$ cat src/rtl/fifo_rd_pkg.sv
`default_nettype none
// ============================================================================
// Module   : fifo_rd_pkg
// Purpose  : Shared types and constants for the FIFO read-side drain block.
//            Provides the controller state encoding, the upper bound on the
//            supported FIFO read latency, and the buffer-depth helper used to
//            size the local landing buffer.
// Ports    : none (package)
// Revision : 1.0 - initial release
// ============================================================================
package fifo_rd_pkg;

  typedef enum logic [1:0] {
    IDLE  = 2'd0,
    RUN   = 2'd1,
    DRAIN = 2'd2
  } rd_state_t;

  localparam int MAX_RD_LATENCY = 4;

  // One slot per word that can be in flight plus one for the word being
  // presented downstream, which is what lets the stream run at 1 word/cycle.
  function automatic int buf_depth(input int rd_latency);
    return rd_latency + 1;
  endfunction

endpackage
`default_nettype wire

$ cat src/rtl/fifo_rd_skid_buf.sv
`default_nettype none
// ============================================================================
// Module   : fifo_rd_skid_buf
// Purpose  : Small in-order buffer that catches words arriving from the FIFO
//            read pipeline and presents the oldest one as the stream head.
//            A push and a pop in the same cycle leave the occupancy unchanged.
// Ports    : clk        - clock
//            rst        - synchronous active-high reset, empties the buffer
//            push       - write push_data at the tail this cycle
//            push_data  - word to store
//            pop        - retire the head this cycle
//            occ        - number of stored words
//            head       - oldest stored word
// Revision : 1.0 - initial release
// ============================================================================
module fifo_rd_skid_buf #(
  parameter int DATA_WIDTH = 8,
  parameter int DEPTH      = 2,
  parameter int OCC_WIDTH  = $clog2(DEPTH + 1)
) (
  input  logic                  clk,
  input  logic                  rst,
  input  logic                  push,
  input  logic [DATA_WIDTH-1:0] push_data,
  input  logic                  pop,
  output logic [OCC_WIDTH-1:0]  occ,
  output logic [DATA_WIDTH-1:0] head
);

  localparam int PTR_WIDTH = (DEPTH > 1) ? $clog2(DEPTH) : 1;

  logic [DATA_WIDTH-1:0] mem [DEPTH];
  logic [PTR_WIDTH-1:0]  wr_ptr;
  logic [PTR_WIDTH-1:0]  rd_ptr;
  logic [OCC_WIDTH-1:0]  count;

  // Depth need not be a power of two, so pointers wrap explicitly.
  function automatic logic [PTR_WIDTH-1:0] ptr_inc(input logic [PTR_WIDTH-1:0] p);
    return (p == PTR_WIDTH'(DEPTH - 1)) ? '0 : p + 1'b1;
  endfunction

  always_ff @(posedge clk) begin
    if (rst) begin
      wr_ptr <= '0;
      rd_ptr <= '0;
      count  <= '0;
      for (int i = 0; i < DEPTH; i++) begin
        mem[i] <= '0;
      end
    end else begin
      // When full, a same-cycle push lands in the slot the head is leaving.
      if (push) begin
        mem[wr_ptr] <= push_data;
        wr_ptr      <= ptr_inc(wr_ptr);
      end
      if (pop) begin
        rd_ptr <= ptr_inc(rd_ptr);
      end
      case ({push, pop})
        2'b10:   count <= count + 1'b1;
        2'b01:   count <= count - 1'b1;
        default: count <= count;
      endcase
    end
  end

  always_ff @(posedge clk) begin
    if (!rst) begin
      assert (!(push && !pop && (count == OCC_WIDTH'(DEPTH))));
      assert (!(pop && (count == '0)));
    end
  end

  assign occ  = count;
  assign head = mem[rd_ptr];

endmodule
`default_nettype wire

$ cat src/rtl/fifo_rd_drain.sv
`default_nettype none
// ============================================================================
// Module   : fifo_rd_drain
// Purpose  : Read-side consumer of an asynchronous FIFO in the rd_clk domain.
//            Pops words while enabled and the FIFO is non-empty, tracks the
//            FIFO's fixed read latency, lands returning words in a local
//            buffer and presents them as a valid/ready stream.
// Ports    : rd_clk     - clock
//            rd_rst     - synchronous active-high reset
//            enable     - request to drain the FIFO
//            empty      - FIFO empty flag
//            fifo_data  - FIFO read data, valid RD_LATENCY cycles after rd_en
//            rd_en      - FIFO pop strobe
//            m_valid    - stream word valid
//            m_data     - stream word
//            m_ready    - downstream accepts the word
//            busy       - active, words in flight or words buffered
//            pop_count  - number of rd_en pulses, wraps modulo 2^CNT_WIDTH
// Revision : 1.0 - initial release
// ============================================================================
module fifo_rd_drain
  import fifo_rd_pkg::*;
#(
  parameter int DATA_WIDTH = 8,
  parameter int RD_LATENCY = 1,
  parameter int CNT_WIDTH  = 16
) (
  input  logic                  rd_clk,
  input  logic                  rd_rst,
  input  logic                  enable,
  input  logic                  empty,
  input  logic [DATA_WIDTH-1:0] fifo_data,
  output logic                  rd_en,
  output logic                  m_valid,
  output logic [DATA_WIDTH-1:0] m_data,
  input  logic                  m_ready,
  output logic                  busy,
  output logic [CNT_WIDTH-1:0]  pop_count
);

  localparam int BUF_DEPTH = buf_depth(RD_LATENCY);
  localparam int OCC_WIDTH = $clog2(BUF_DEPTH + 1);
  localparam int CRD_WIDTH = OCC_WIDTH + 1;

  if ((RD_LATENCY < 1) || (RD_LATENCY > MAX_RD_LATENCY)) begin : g_bad_latency
    $error("fifo_rd_drain: RD_LATENCY out of supported range");
  end

  rd_state_t               state;
  rd_state_t               state_nxt;
  logic [RD_LATENCY-1:0]   flight_pipe;
  logic [OCC_WIDTH-1:0]    inflight;
  logic [OCC_WIDTH-1:0]    occ;
  logic [DATA_WIDTH-1:0]   head;
  logic                    land;
  logic                    pop;
  logic [CRD_WIDTH-1:0]    credit_used;
  logic [CRD_WIDTH-1:0]    credit_limit;

  // ---------------------------------------------------------------- FSM
  always_ff @(posedge rd_clk) begin
    if (rd_rst) begin
      state <= IDLE;
    end else begin
      state <= state_nxt;
    end
  end

  always_comb begin
    state_nxt = state;
    case (state)
      IDLE:    if (enable) state_nxt = RUN;
      RUN:     if (!enable) state_nxt = DRAIN;
      DRAIN: begin
        if (enable) begin
          state_nxt = RUN;
        end else if (inflight == '0) begin
          state_nxt = IDLE;
        end
      end
      default: state_nxt = IDLE;
    endcase
  end

  // ------------------------------------------------------ latency pipe
  // Bit k set means a pop issued k+1 cycles ago; the top bit marks the
  // cycle in which that word is present on fifo_data.
  if (RD_LATENCY == 1) begin : g_pipe_single
    always_ff @(posedge rd_clk) begin
      if (rd_rst) begin
        flight_pipe <= '0;
      end else begin
        flight_pipe <= rd_en;
      end
    end
  end else begin : g_pipe_shift
    always_ff @(posedge rd_clk) begin
      if (rd_rst) begin
        flight_pipe <= '0;
      end else begin
        flight_pipe <= {flight_pipe[RD_LATENCY-2:0], rd_en};
      end
    end
  end

  always_comb begin
    inflight = '0;
    for (int i = 0; i < RD_LATENCY; i++) begin
      inflight = inflight + OCC_WIDTH'(flight_pipe[i]);
    end
  end

  assign land = flight_pipe[RD_LATENCY-1];

  // ------------------------------------------------------ credit / pop
  // Every buffered or in-flight word holds a buffer slot; a word leaving
  // downstream this cycle frees its slot in time for a new pop.
  assign credit_used  = CRD_WIDTH'(occ) + CRD_WIDTH'(inflight);
  assign credit_limit = CRD_WIDTH'(BUF_DEPTH) + CRD_WIDTH'(pop);
  assign rd_en        = (state == RUN) && !empty && (credit_used < credit_limit);

  always_ff @(posedge rd_clk) begin
    if (rd_rst) begin
      pop_count <= '0;
    end else if (rd_en) begin
      pop_count <= pop_count + 1'b1;
    end
  end

  // ------------------------------------------------------ landing buffer
  fifo_rd_skid_buf #(
    .DATA_WIDTH (DATA_WIDTH),
    .DEPTH      (BUF_DEPTH),
    .OCC_WIDTH  (OCC_WIDTH)
  ) u_skid_buf (
    .clk       (rd_clk),
    .rst       (rd_rst),
    .push      (land),
    .push_data (fifo_data),
    .pop       (pop),
    .occ       (occ),
    .head      (head)
  );

  assign m_valid = (occ != '0);
  assign pop     = m_valid && m_ready;
  // Stale slot contents are never shown once the buffer empties.
  assign m_data  = m_valid ? head : '0;
  assign busy    = (state != IDLE) || (inflight != '0) || m_valid;

endmodule
`default_nettype wire
$ cat config.mk
export PLATFORM = sky130hd
export DESIGN_NAME = fifo_rd_drain
export DESIGN_NICKNAME = d
export VERILOG_FILES = /design/src/rtl/fifo_rd_pkg.sv /design/src/rtl/fifo_rd_skid_buf.sv /design/src/rtl/fifo_rd_drain.sv
export SDC_FILE = /design/constraint.sdc
export NUM_CORES = 1
export LEC_CHECK = 0
export ABC_AREA = 1
export BUFFER_PORTS_ARGS = -buffer_cell sky130_fd_sc_hd__buf_2
export CAP_MARGIN = 10
export CORE_UTILIZATION = 45
export CTS_CLUSTER_SIZE = 25
export DETAILED_ROUTE_END_ITERATION = 10
export PLACE_DENSITY = 0.7
export SLEW_MARGIN = 10
export SYNTH_ARGS = -nofsm -noshare
export SYNTH_HDL_FRONTEND = slang
export SYNTH_SLANG_ARGS = --single-unit
$ cat constraint.sdc
create_clock -name rd_clk -period 1.45 [get_ports rd_clk]
set_clock_uncertainty 0.1 [all_clocks]
set_input_delay 0.145 -clock rd_clk [delete_from_list [all_inputs] [get_ports rd_clk]]
set_output_delay 0.145 -clock rd_clk [all_outputs]
set_load 0.05 [all_outputs]
* After elaboration in Yosys (flattened, before gate mapping) *
Memories as Yosys holds them, arrays and structs flattened. A register that Yosys moved wholly into a read port is not among the register bits.
Index checks and enable logic that the tools add are counted.

word-level totals
  word-level logic and storage cells = 54
  register bits after elaboration = 23
  bits in writable memories = 16
  output and inout port bits = 27
  memories = 1

memory list
  name            words  width  rd ports  clocked after Yosys merged registers in  write ports  RTL line                source
  u_skid_buf.mem  2      8      1         1                                        2            fifo_rd_skid_buf.sv:32  logic [DATA_WIDTH-1:0] mem [DEPTH];

operators by class
  muxes and demuxes = 19
  reductions and logical operators = 13
  equality and inequality tests = 7
  order comparisons = 1
  add/subtract/negate cells = 7

operators with widths
  operator                                                                number
  16-bit by 1-bit adder with 16-bit output (second input constant)        1
  8-bit 2-to-1 mux                                                        2
  1-bit 2-to-1 mux                                                        11
  2-bit 2-to-1 mux                                                        4
  8-bit OR reduction                                                      1
  2-bit case mux with 3 select lines                                      1
  2-bit nonzero test                                                      3
  2-bit by 1-bit equality test with 1-bit output (second input constant)  2
  2-bit equality test (second input constant)                             2
  2-bit logical NOT                                                       2
  2-bit inequality test (second input constant)                           2
  2-bit case mux with 2 select lines                                      1
  2-bit by 1-bit adder with 3-bit output                                  1
  2-bit by 1-bit adder with 3-bit output (first input constant)           1
  1-bit logical AND                                                       3
  3-bit less-than comparator                                              1
  3-bit inequality test (second input constant)                           1
  3-bit AND reduction                                                     1
  1-bit adder (second input constant)                                     2
  2-bit by 1-bit adder with 2-bit output (second input constant)          1
  1-bit logical OR                                                        2
  2-bit by 1-bit subtractor with 2-bit output (second input constant)     1
  1-bit logical NOT                                                       1

* Depth between registers and ports, before layout *
  depth after elaboration = 5
  depth in mapped cells = 10
  mapped depth without buffers = 10

* By module *
From an unflattened synthesis, not the netlist that was laid out.

unflattened totals
  cells, all modules = 262
  area total of the unflattened synthesis = 2075.7 µm²

modules (own cells, without submodules)
  module            instances  sequential area each (µm²)  cells each  area an instance (µm²)
  fifo_rd_drain     1          380.4                       181         1131.1
  fifo_rd_skid_buf  1          580.6                       81          944.7

* Worst setup path after synthesis *
No wires, ideal clock.

  kind = register to output
  from = reg u_skid_buf.count[0], in the netlist u_skid_buf.occ[0]
  to = out m_data[0]
  buffers on the path = 0
  slack = -0.424 ns
  cell stages (with the launch flop) = 5
  data required time = 1.205 ns
  data arrival time = 1.629 ns
  cells stage by stage = dfxtp_1 inv_2 nand2_4 clkinv_1 a21oi_1

between the ends
  cells in the longest elaborated chain, start to end = 2

ends and longest elaborated chain
  element                 RTL line                source
  start, declared         fifo_rd_skid_buf.sv:35  logic [OCC_WIDTH-1:0] count;
  start signal, assigned  fifo_rd_skid_buf.sv:60  2'b10: count <= count + 1'b1;
  start signal, assigned  fifo_rd_skid_buf.sv:61  2'b01: count <= count - 1'b1;
  start signal, assigned  fifo_rd_skid_buf.sv:62  default: count <= count;
  2-bit nonzero test      fifo_rd_drain.sv:145    assign m_valid = (occ != '0);
  net m_valid             fifo_rd_drain.sv:34     output logic m_valid,
  8-bit 2-to-1 mux        fifo_rd_drain.sv:148    assign m_data = m_valid ? head : '0;
  end, declared           fifo_rd_drain.sv:35     output logic [DATA_WIDTH-1:0] m_data,

The timed path passes the listed nets, and every way through them passes these cells.

* Final worst setup path *
  from = reg u_skid_buf.count[0], in the netlist u_skid_buf.occ[0]
  to = out rd_en

between the ends
  cells in the longest elaborated chain, start to end = 5
  elaborated cells between the ends (all ways) = 6

ends and longest elaborated chain
  element                                 RTL line              source
  2-bit nonzero test                      fifo_rd_drain.sv:145
  1-bit logical AND                       fifo_rd_drain.sv:146  assign pop = m_valid && m_ready;
  2-bit by 1-bit adder with 3-bit output  fifo_rd_drain.sv:119  assign credit_limit = CRD_WIDTH'(BUF_DEPTH) + CRD_WIDTH'(pop);
  3-bit less-than comparator *            fifo_rd_drain.sv:120  assign rd_en = (state == RUN) && !empty && (credit_used < credit_limit);
  1-bit logical AND *                     fifo_rd_drain.sv:120
  end, declared                           fifo_rd_drain.sv:33   output logic rd_en,

Mark *: on every way between the ends. The rest lies on a longest branch, timed or not.

==> impl_metrics.csv <==
group,metric,value,unit
detailed_routing,wirelength,4170,um
power,p_leak,1.16,nW
sta,setup_viol,18,
logic_synthesis,synth_nets,274,
detailed_routing,ant_nets,0,
final_layout,drive_gt1_share,38.5,%
global_route,overflow,0,
detailed_routing,wl_met3,134,um
detailed_routing,vias,1753,
outcome,violations,"setup timing",
detailed_routing,avgRoutedWirePerCell,11.4,um
floorplanning,core-area,4120,um^2
placement,port_buffers,39,
outcome,status,"finished, violations left",
logic_synthesis,yosys_warnings,0,
final_layout,layout_common_cells,"67 x nand2_1, 45 x nor2_1, 29 x buf_2",
global_route,grt_pass1_vias,1581,
placement,globalplace.congestion,0.791,
power,seq_power_share,46.0,%
flow_run,maxCapViolations,0,
logic_synthesis,ys_seq_elements,40,
sta,fin_ws,-0.148,ns
final_layout,diodes,0,
detailed_routing,vias_per_cell,4.78,
setup_path,cp.arrival,1.35,ns
cts,clkSinkCount,40,
final_layout,final_area,2780,um^2
placement,place_area,2500,um^2
floorplanning,fp.dieArea,4710,um^2
power,pwr-share-clk,33.4,%
cts,clockBufferDepth,2,
global_route,grt_pass1_wl,7090,um
placement,post-dp-hpwl,3100,um
floorplanning,die_w,68.6,um
sta,hold_viol_final,0,
setup_path,critPathKind,"flip-flop to output pin",
logic_synthesis,synth_top_area_share,24.1,%
cts,cts_max_level,2,
final_layout,finalNetCount,333,
sta,worstMarginPinSlew,0.354,ns
detailed_routing,drc,0,
logic_synthesis,synth_cell_types,25,
detailed_routing,met2WireLength,2060,um
sta,drv_slew,0,
power,power_density,961,nW/um^2
logic_synthesis,synth_area,2000,um^2
detailed_routing,detail_route.iter0.violations,96,
sta,whs,0.0586,ns
floorplanning,io_pins,40,
power,switching_power,757,uW
global_route,grt_start_max_net_pins,14,
min_path,hold_class,"input port to flip-flop",
cts,root_buffer,"clkbuf_8",
power,comb_power_share,20.6,%
setup_path,crit_fanout,3,
sta,layout_worst_path_cycle_share,110,%
floorplanning,rows,23,
detailed_routing,highest_layer,"met4",
final_layout,final_common_cell,"nand2_1",
final_layout,area_growth,39.5,%
logic_synthesis,synth_area_leader_cell,"dfxtp_1",
logic_synthesis,yosysSeqAreaShare,48.2,%
floorplanning,floorplan.die.height,68.6,um
global_route,antenna_found_initial,0,
setup_path,cp.required,1.21,ns
sta,period_minus_slack,1.60,ns
detailed_routing,wl_met1,1910,um
setup_path,worstSetupEndpointType,"output pin",
logic_synthesis,syn-instance-count,257,
cts,clock_latency,0.29,ns
power,p_int,1.92,mW
floorplanning,initial_core_util,48.5,%
cts,clk_pin_slew,0.08,ns
sta,fmax,0.626,GHz
logic_synthesis,synth_area_leaders,"dfxtp_1 24%, edfxtp_1 24%, nand2_1 13%",
logic_synthesis,synth.avg_cell_area,7.77,um^2
power,p_sw_share,28.3,%
sta,slew_headroom,76.3,%
power,peakVddDrop,0.711,mV
sta,rsz0062_at_grt,"true",
setup_path,rr_worst_depth,8,
cts,numCtsBuffers,5,
setup_path,cp-start-kind,"flip-flop",
min_path,whs_path_depth,3,
cts,cts_tree,"yes",
global_route,grt_usage,20.8,%
detailed_routing,first_pass_iters,4,
==> routing by layer <==
layer | GRT usage (%) | vias up
met3 | 5.43 | 7
met4 | 7.55 | 0
met5 | 0 | -
met1 | 25.5 | 778
li1 | - | 941
met2 | 34.8 | 27
==> cell type report <==
cell class,count,area (um^2)
Clock buffer,6,72.6
Clock inverter,2,35.0
Fill cell,345,1330
Inverter,32,140
Multi-Input combinational cell,181,1080
Sequential cell,40,988
Tap cell,50,62.6
Timing Repair Buffer,56,408
==> cell families after synthesis <==
kind of cell               Yosys count  share of synthesized area [%]
xor gates and xnor gates             3                           1.32
buffers and inverters               36                           7.71
DFF                                 40                           48.2
and+or+nand+nor                    145                           33.0
AOI/OAI and AO/OA                   29                           7.27
adders and majority gates            4                           2.51
==> cell usage after synthesis, drive strengths merged <==
cell type   n
nand3      16
nand2      72
xor2        3
o21ai       4
nor2       50
dfxtp      24
nand3b      1
nand4       4
nor3b       1
nor4        1
buf         1
inv        30
edfxtp     16
ha          4
a21oi      25
clkinv      2
clkbuf      3
==> state kept, by name, summed over array words and instances, names as in the netlist, named ones only <==
| signal | flops |
|---|---|
| u_skid_buf.rd_ptr | 1 |
| state | 2 |
| pop_count | 16 |
| u_skid_buf.wr_ptr | 1 |
| u_skid_buf.occ | 2 |
| u_skid_buf.mem | 16 |
| flight_pipe | 1 |
==> worst max-delay path, cell delays in order (launching register included) <==
cell     delay [ns]
dfxtp_2        0.34
ha_4           0.16
ha_4           0.26
nand2_4        0.05
nand3_4        0.07
inv_6          0.03
buf_8          0.14
==> stage by stage <==
stage / cells / util [%] / setup slack (ns) / total power [mW] / TNS, ns
4_1_cts: 366 / 66.9 / -0.167 / 2.68 / -1.31
5_1_grt: 367 / 67.6 / -0.211 / 2.80 / -2.93
6_report: 367 / 67.6 / -0.148 / 2.68 / -1.36
3_5_place_dp: 353 / 60.8 / -0.00974 / 1.73 / -0.0116
3_3_place_gp: 353 / 60.8 / -0.00112 / 1.72 / -0.00112
2_1_floorplan: 257 / - / -0.0253 / 1.60 / -0.117
==> worst paths after layout <==
check | start | end | slack (ns)
worst min register to register | u_skid_buf.rd_ptr$_SDFFE_PP0P_ | u_skid_buf.rd_ptr$_SDFFE_PP0P_ | 0.37
worst min-delay path | fifo_data[0] | u_skid_buf.mem[0][0]$_SDFFCE_PN0P_ | 0.06
worst max register to register | u_skid_buf.occ[0]$_SDFFE_PP0P_ | pop_count[11]$_SDFFE_PP0P_ | -0.10
worst max-delay path | u_skid_buf.occ[0]$_SDFFE_PP0P_ | rd_en | -0.15
==> timing repair <==
item | 4_1_cts | 5_1_grt
gates cloned | 0 | 0
pin swaps | 2 | 0
endpoints found under the setup margin | 15 | 35
gates resized for setup | 34 | 7
buffers inserted | 4 | 1
hold buffers | 1 | 0
endpoints found under the hold margin | 2 | 0
==> power groups by stage <==
stage / logic [mW] / clock network, mW / registers, mW
final: 0.552 / 0.893 / 1.23
after global routing: 0.598 / 0.972 / 1.24
after CTS: 0.538 / 0.913 / 1.23
after detailed placement: 0.475 / 0 / 1.26
after global placement: 0.470 / 0 / 1.25
after floorplan: 0.349 / 0 / 1.25
(Power assumes the default switching activity.)
